<file path="config.mk">
export PLATFORM = sky130hd
export DESIGN_NAME = gpio_cfg_serializer
export DESIGN_NICKNAME = d
export VERILOG_FILES = /design/src/rtl/gpio_cfg_serializer.sv
export SDC_FILE = /design/constraint.sdc
export NUM_CORES = 1
export LEC_CHECK = 0
export ABC_AREA = 1
export BUFFER_PORTS_ARGS = -buffer_cell sky130_fd_sc_hd__buf_2
export CORE_MARGIN = 3
export CORE_UTILIZATION = 47
export CTS_CLUSTER_DIAMETER = 80
export DETAILED_ROUTE_END_ITERATION = 12
export PLACE_DENSITY_LB_ADDON = 0.25
export RECOVER_POWER = 25
export SKIP_LAST_GASP = 1
export SLEW_MARGIN = 20
export SYNTH_ARGS = -nofsm -noshare
export SYNTH_HDL_FRONTEND = slang
export SYNTH_SLANG_ARGS = --single-unit
</file>
<file path="constraint.sdc">
create_clock -name mclk -period 2.3 [get_ports mclk]
set_input_delay 0.23 -clock mclk [delete_from_list [all_inputs] [get_ports mclk]]
set_output_delay 0.23 -clock mclk [all_outputs]
set_load 0.02 [all_outputs]
</file>
<file path="src/rtl/gpio_cfg_serializer.sv">
// Serial configuration loader for a chain of GPIO pad control blocks.
// Shifts cfg_data out MSB-first, samples the chain return into rb_data, then strobes serial_load.
module gpio_cfg_serializer #(
   parameter int NUM_PADS      = 6,
   parameter int PAD_CTRL_BITS = 12,
   parameter int CLK_DIV       = 2
) (
   input  logic                                mclk,
   input  logic                                resetn,
   input  logic                                cfg_start,
   input  logic [NUM_PADS*PAD_CTRL_BITS-1:0]   cfg_data,
   output logic                                cfg_busy,
   output logic                                cfg_done,
   output logic                                serial_clock,
   output logic                                serial_data,
   output logic                                serial_load,
   input  logic                                serial_data_ret,
   output logic [NUM_PADS*PAD_CTRL_BITS-1:0]   rb_data
);

   // state    | meaning
   // IDLE     | waiting for cfg_start
   // SHIFT_LO | serial_clock low, serial_data presents shift-register MSB
   // SHIFT_HI | serial_clock high, return bit sampled in first cycle
   // LOAD_HI  | serial_load asserted
   // LOAD_LO  | serial_load released, settle before done
   // DONE     | one-cycle cfg_done pulse
   localparam int TOTAL = NUM_PADS * PAD_CTRL_BITS;
   localparam int DIVW  = $clog2(CLK_DIV + 1);
   localparam int BCW   = (TOTAL > 1) ? $clog2(TOTAL) : 1;
   localparam logic [DIVW-1:0] DIV_LAST = DIVW'(CLK_DIV - 1);
   localparam logic [BCW-1:0]  BIT_LAST = BCW'(TOTAL - 1);

   typedef enum logic [2:0] {
      IDLE, SHIFT_LO, SHIFT_HI, LOAD_HI, LOAD_LO, DONE
   } state_t;

   state_t            r_state;
   logic [DIVW-1:0]   r_div;
   logic [BCW-1:0]    r_bitcnt;
   logic [TOTAL-1:0]  r_shreg;
   logic [TOTAL-1:0]  r_rb;
   logic              r_busy;
   logic              r_done;
   logic              r_sclk;
   logic              r_sdata;
   logic              r_sload;
   logic [TOTAL-1:0]  w_shifted;

   assign w_shifted = r_shreg << 1;

   always_ff @(posedge mclk or negedge resetn) begin
      if (!resetn) begin
         r_state  <= IDLE;
         r_div    <= '0;
         r_bitcnt <= '0;
         r_shreg  <= '0;
         r_rb     <= '0;
         r_busy   <= 1'b0;
         r_done   <= 1'b0;
         r_sclk   <= 1'b0;
         r_sdata  <= 1'b0;
         r_sload  <= 1'b0;
      end else begin
         r_done <= 1'b0;
         case (r_state)
            IDLE: begin
               if (cfg_start) begin
                  r_shreg  <= cfg_data;
                  r_bitcnt <= BIT_LAST;
                  r_div    <= DIV_LAST;
                  r_busy   <= 1'b1;
                  r_sdata  <= cfg_data[TOTAL-1];
                  r_state  <= SHIFT_LO;
               end
            end
            SHIFT_LO: begin
               if (r_div == '0) begin
                  r_sclk  <= 1'b1;
                  r_div   <= DIV_LAST;
                  r_state <= SHIFT_HI;
               end else begin
                  r_div <= r_div - 1'b1;
               end
            end
            SHIFT_HI: begin
               // Sample the return bit once, at the end of the first high cycle.
               if (r_div == DIV_LAST)
                  r_rb <= {r_rb[TOTAL-2:0], serial_data_ret};
               if (r_div == '0) begin
                  r_sclk <= 1'b0;
                  r_div  <= DIV_LAST;
                  if (r_bitcnt == '0) begin
                     r_sdata <= 1'b0;
                     r_sload <= 1'b1;
                     r_state <= LOAD_HI;
                  end else begin
                     r_shreg  <= w_shifted;
                     r_sdata  <= w_shifted[TOTAL-1];
                     r_bitcnt <= r_bitcnt - 1'b1;
                     r_state  <= SHIFT_LO;
                  end
               end else begin
                  r_div <= r_div - 1'b1;
               end
            end
            LOAD_HI: begin
               if (r_div == '0) begin
                  r_sload <= 1'b0;
                  r_div   <= DIV_LAST;
                  r_state <= LOAD_LO;
               end else begin
                  r_div <= r_div - 1'b1;
               end
            end
            LOAD_LO: begin
               if (r_div == '0) begin
                  r_busy  <= 1'b0;
                  r_done  <= 1'b1;
                  r_state <= DONE;
               end else begin
                  r_div <= r_div - 1'b1;
               end
            end
            DONE:    r_state <= IDLE;
            default: r_state <= IDLE;
         endcase
      end
   end

   assign cfg_busy     = r_busy;
   assign cfg_done     = r_done;
   assign serial_clock = r_sclk;
   assign serial_data  = r_sdata;
   assign serial_load  = r_sload;
   assign rb_data      = r_rb;

endmodule
</file>
* After elaboration in Yosys (flattened, before gate mapping)
Cells that the tools add are included.
** Storage, ports and cells
- Register bits after elaboration :: 160
- Input port bits :: 76
- Output and inout bits :: 77
- Word-level logic and storage cells :: 75
** Operators by class
- $add $sub $neg :: 2
- Equality and inequality tests :: 13
- Mux-type cells :: 33
- Reduce and logical (&&, ||, !) cells :: 17
** Operators by type and width (count)
- $mux W71 :: 3
- $pmux W71 S2 :: 1
- $mux W7 :: 3
- $ne A2 B2 Y1 const B :: 8
- $mux W3 :: 5
- $pmux W3 S5 :: 1
- $pmux W7 S2 :: 1
- $reduce_and A3 Y1 :: 4
- $mux W1 :: 10
- $mux W2 :: 4
- $pmux W1 S2 :: 4
- $reduce_and A4 Y1 :: 2
- $reduce_bool A2 Y1 :: 4
- $logic_not A7 Y1 :: 1
- $sub A7 B1 Y7 const B :: 1
- $eq A3 B2 Y1 const B :: 2
- $pmux W2 S3 :: 1
- $reduce_and A5 Y1 :: 1
- $eq A3 B1 Y1 const B :: 1
- $eq A3 B3 Y1 const B :: 1
- $logic_not A3 Y1 :: 1
- $reduce_bool A3 Y1 :: 1
- $reduce_or A3 Y1 :: 1
- $eq A2 B1 Y1 const B :: 1
- 3 further kinds :: 3

* Depth between registers and ports, before layout
- Depth in word-level cells :: 4
- Depth in mapped cells :: 12
- Gate-level depth less buffers :: 10

* Least setup slack after synthesis
OpenSTA, ideal clock, no wires.
- Kind :: register -> register
- Start :: register r_bitcnt[0]
- End :: register r_shreg[37]
- Setup time :: 0.117 ns
- Data arrival time :: 1.459 ns
- Required time :: 2.183 ns
- Slack :: 0.724 ns
- Stages on the path, launching flop included :: 12
- Buffers on the path :: 2
- Clock period less this slack :: 1.576 ns
- Path through :: dfrtp_1 -> inv_1 -> ha_1 -> inv_1 -> nor2_1 -> nand3_1 -> nand2_1 -> nand2_2 -> buf_4 -> buf_4 -> nand3_1 -> nand2_1
** On the way
- Cells in the longest elaborated chain, start to end :: 3
** Ends and longest elaborated chain
- from (decl) :: RTL line 40 : logic [BCW-1:0] r_bitcnt;
- from (signal assigned) :: RTL line 100 : r_bitcnt <= r_bitcnt - 1'b1;
- $logic_not A7 Y1 :: RTL line 93 : if (r_bitcnt == '0) begin
- $ne A2 B2 Y1 (no source line)
- $reduce_and A4 Y1 (no source line)
- to (signal assigned) :: RTL line 69 : r_shreg <= cfg_data;
- to (signal assigned) :: RTL line 98 : r_shreg <= w_shifted;
- to (decl) :: RTL line 41 : logic [TOTAL-1:0] r_shreg;
No other way between the ends.
A chain may end at the register's enable or synchronous reset.

* Worst setup path after layout
- Start :: register r_bitcnt[0]
- End :: register r_shreg[47]
The elaborated chain is that of the path after synthesis.

==> reports/qor.yml <==
dieArea_sq_mm: 0.01755
critPathLaunchType: "register"
dp_hpwl_um: 10770
cts-hold-fix-buffers: 1
syn_avg_cell_area_sq_um: 7.611
syn_area_sq_mm: 0.007520
yosys_warnings: 0
max-vdd-ir-drop_uv: 1406
hp-class: "in2reg"
rsz0062_at_grt: "no"
place_area_sq_mm: 0.008406
max_slew.worst_pin.slew_ps: 1271
r2r_setup_slack_ps: 410
grt_overflow_total: 0
root_buffer: "clkbuf_16"
max_clock_freq_mhz: 528.3
hold_viol_final: 0
globalplace.congestion: 0.8294
p_per_area_mw_per_mm2: 1310
crit_type: "reg2reg"
grt_pass1_wl_um: 29360
final_net_count: 1195
h-tree-depth: 4
cts_setup_buffers: 0
core_sq_mm: 0.01543
synthCells: 988
drv_cap: 0
leakage_nw: 5.301
synth_fp_nets: 1069
stdcell_count: 1337
cts_resized: 0
min_period_over_period_pct: 82.30
area_growth_syn_to_layout_pct: 19.73
clock_latency_ps: 420
route.detailed.drc: 0
tritoncts: "built"
final_area_sq_mm: 0.009004
wire_per_inst_um: 12.91
cp.arrival_ps: 2250
drive_gt1_share_pct: 18.74
crit_start: "r_bitcnt[0]"
place_ws_ps: 460.6
reg2reg_depth: 11
finalClockSkew_ps: 8.520
yosysTopAreaCellShare_pct: 53.24
tns_ps: 0
first_pass_iters: 5
yosysTopAreaCell: "dfrtp_1"
port-buffer-count: 152
antenna_found_initial: 0
num_antenna_cells: 0
start_util_pct: 48.74
drv_slew: 0
end_kind: "register"
worst_slack_ps: 407.2
via_per_inst: 4.977
drt_iter0_drc: 540
wirelength_um: 17260
fin_hold_ws_ps: 50.96
ys_seq_elements: 160
clock-sinks: 160
vias: 6654
ios: 153
cts.reportedPaths.clkPinSlew_ps: 70
yosysSeqAreaShare_pct: 53.24
grt_max_degree: 79
setup_viol: 0
r2r_start: "r_bitcnt[0]"
grt_pass1_vias: 6245
cts_buffers: 17
synth_top_cells_by_area: "dfrtp_1, nand2_1, nand3_1"
worst-path-max-fanout: 78
required_ps: 2650
fin_crit_ps: 1893
die-height_um: 132.5
r2r-end: "r_shreg[47]"
synth.distinct_cells: 24
dp.cells: 1305
cts_buffer_depth: 2
status: "finished clean"
grt_usage_pct: 19.87
die_x_um: 132.5
worst_slew_margin_rel_pct: 15.28
num_rows: 45
ant_nets: 0
worstSetupEndpoint: "r_shreg[47]"
routing by layer:
| metal | track usage (%) | part of all wire [%] | up-vias |
|---|---|---|---|
| li1 | - | - | 3352 |
| met1 | 27.78 | 47 | 3112 |
| met2 | 31.68 | 47 | 174 |
| met3 | 4.068 | 4.9 | 16 |
| met4 | 5.716 | 1.1 | 0 |
| met5 | 0 | 0 | - |
synthesized netlist by cell type:
| cell | number |
|---|---|
| buf_2 | 37 |
| nand3b_1 | 4 |
| nand2_1 | 545 |
| o21ai_1 | 1 |
| nor2_2 | 2 |
| o21a_1 | 1 |
| a21boi_1 | 1 |
| o21ai_0 | 10 |
| nand4_1 | 2 |
| nor2_1 | 8 |
| dfrtp_1 | 160 |
| inv_1 | 15 |
| or2_2 | 1 |
| nand2_2 | 3 |
| buf_1 | 2 |
| buf_6 | 3 |
| inv_2 | 3 |
| ha_1 | 5 |
| clkbuf_1 | 15 |
| nor2_4 | 1 |
| a21oi_1 | 5 |
| buf_4 | 7 |
| o211ai_1 | 1 |
| nand3_1 | 156 |
sequential cells by signal, indices dropped and copies added, names as in the netlist:
name,flops
rb_data,72
r_shreg,71
r_bitcnt,7
r_state,3
r_div,2
cfg_busy,1
cfg_done,1
serial_clock,1
serial_data,1
serial_load,1
stage by stage:
stage / power [W] / util, %
5_1_grt: 0.01279 / 58.36
6_report: 0.01179 / 58.36
4_1_cts: 0.01191 / 58.40
3_5_place_dp: 0.009023 / 54.48
2_1_floorplan: 0.007961 / -
3_3_place_gp: 0.008922 / 54.48
critical path, stage by stage (launching register included):
cell     delay, ps
dfrtp_1        390
inv_1          160
ha_1           170
inv_1           30
nor2_1          80
nand3_1        130
nand2_1        150
nand2_2         80
nand2_2         80
buf_12         290
nand2_1        120
nand2_1         90
cells in the final DEF (no fill, tap or decap):
master and n:
clkinv_4 3, or2_2 1, o21ai_1 1, nand3_1 156
nor2_2 2, ha_1 4, nand2_1 544, nand2_2 4
o211ai_1 1, inv_2 3, dfrtp_1 160, clkinv_2 1
ha_2 1, bufinv_16 3, o21a_1 1, inv_6 2
clkbuf_1 2, o21ai_0 10, buf_4 14, clkbuf_2 1
nor2_4 1, buf_12 4, buf_2 151, a21boi_1 1
nor2_1 8, a21oi_1 5, clkbuf_16 17, clkinvlp_4 3
nand3b_1 4, dlygate4sd3_1 1, nand4_1 2, inv_1 15
cells by family (layout without fill, tap and decap cells):
family          Yosys count  count (layout)  synth area share, %
flops                   160             160                53.24
compound gates           19              19                1.364
simple gates            722             722                39.20
buf+inv                  82             220                5.358
fa+ha+maj                 5               5               0.8319
report_power, final:
| part | internal [W] | switching [W] | total, W |
|---|---|---|---|
| Clock | 0.00171 | 0.00114 | 0.00285 |
| Combinational | 0.00143 | 0.00335 | 0.00478 |
| Sequential | 0.00367 | 0.000492 | 0.00416 |
worst min-delay path by stage:
stage / startpoint / end / slack [ps] / cells after the start
2_1_floorplan: resetn / cfg_busy / -70 / 0
3_3_place_gp: resetn / rb_data[54] / 210 / 1
3_5_place_dp: resetn / rb_data[54] / 210 / 1
4_1_cts: serial_data_ret / rb_data[0] / 40 / 3
5_1_grt: serial_data_ret / rb_data[0] / 60 / 3
6_report: serial_data_ret / rb_data[0] / 50 / 3
final cells by class:
cell class	count	area [sq um]
Clock buffer	19	432.9
Tap cell	211	264.0
Sequential cell	160	4004
Multi-Input combinational cell	746	3118
Timing Repair Buffer	171	955.9
Fill cell	1477	6424
Clock inverter	12	161.4
Inverter	18	67.56
Power figures use the tool's default switching activity.
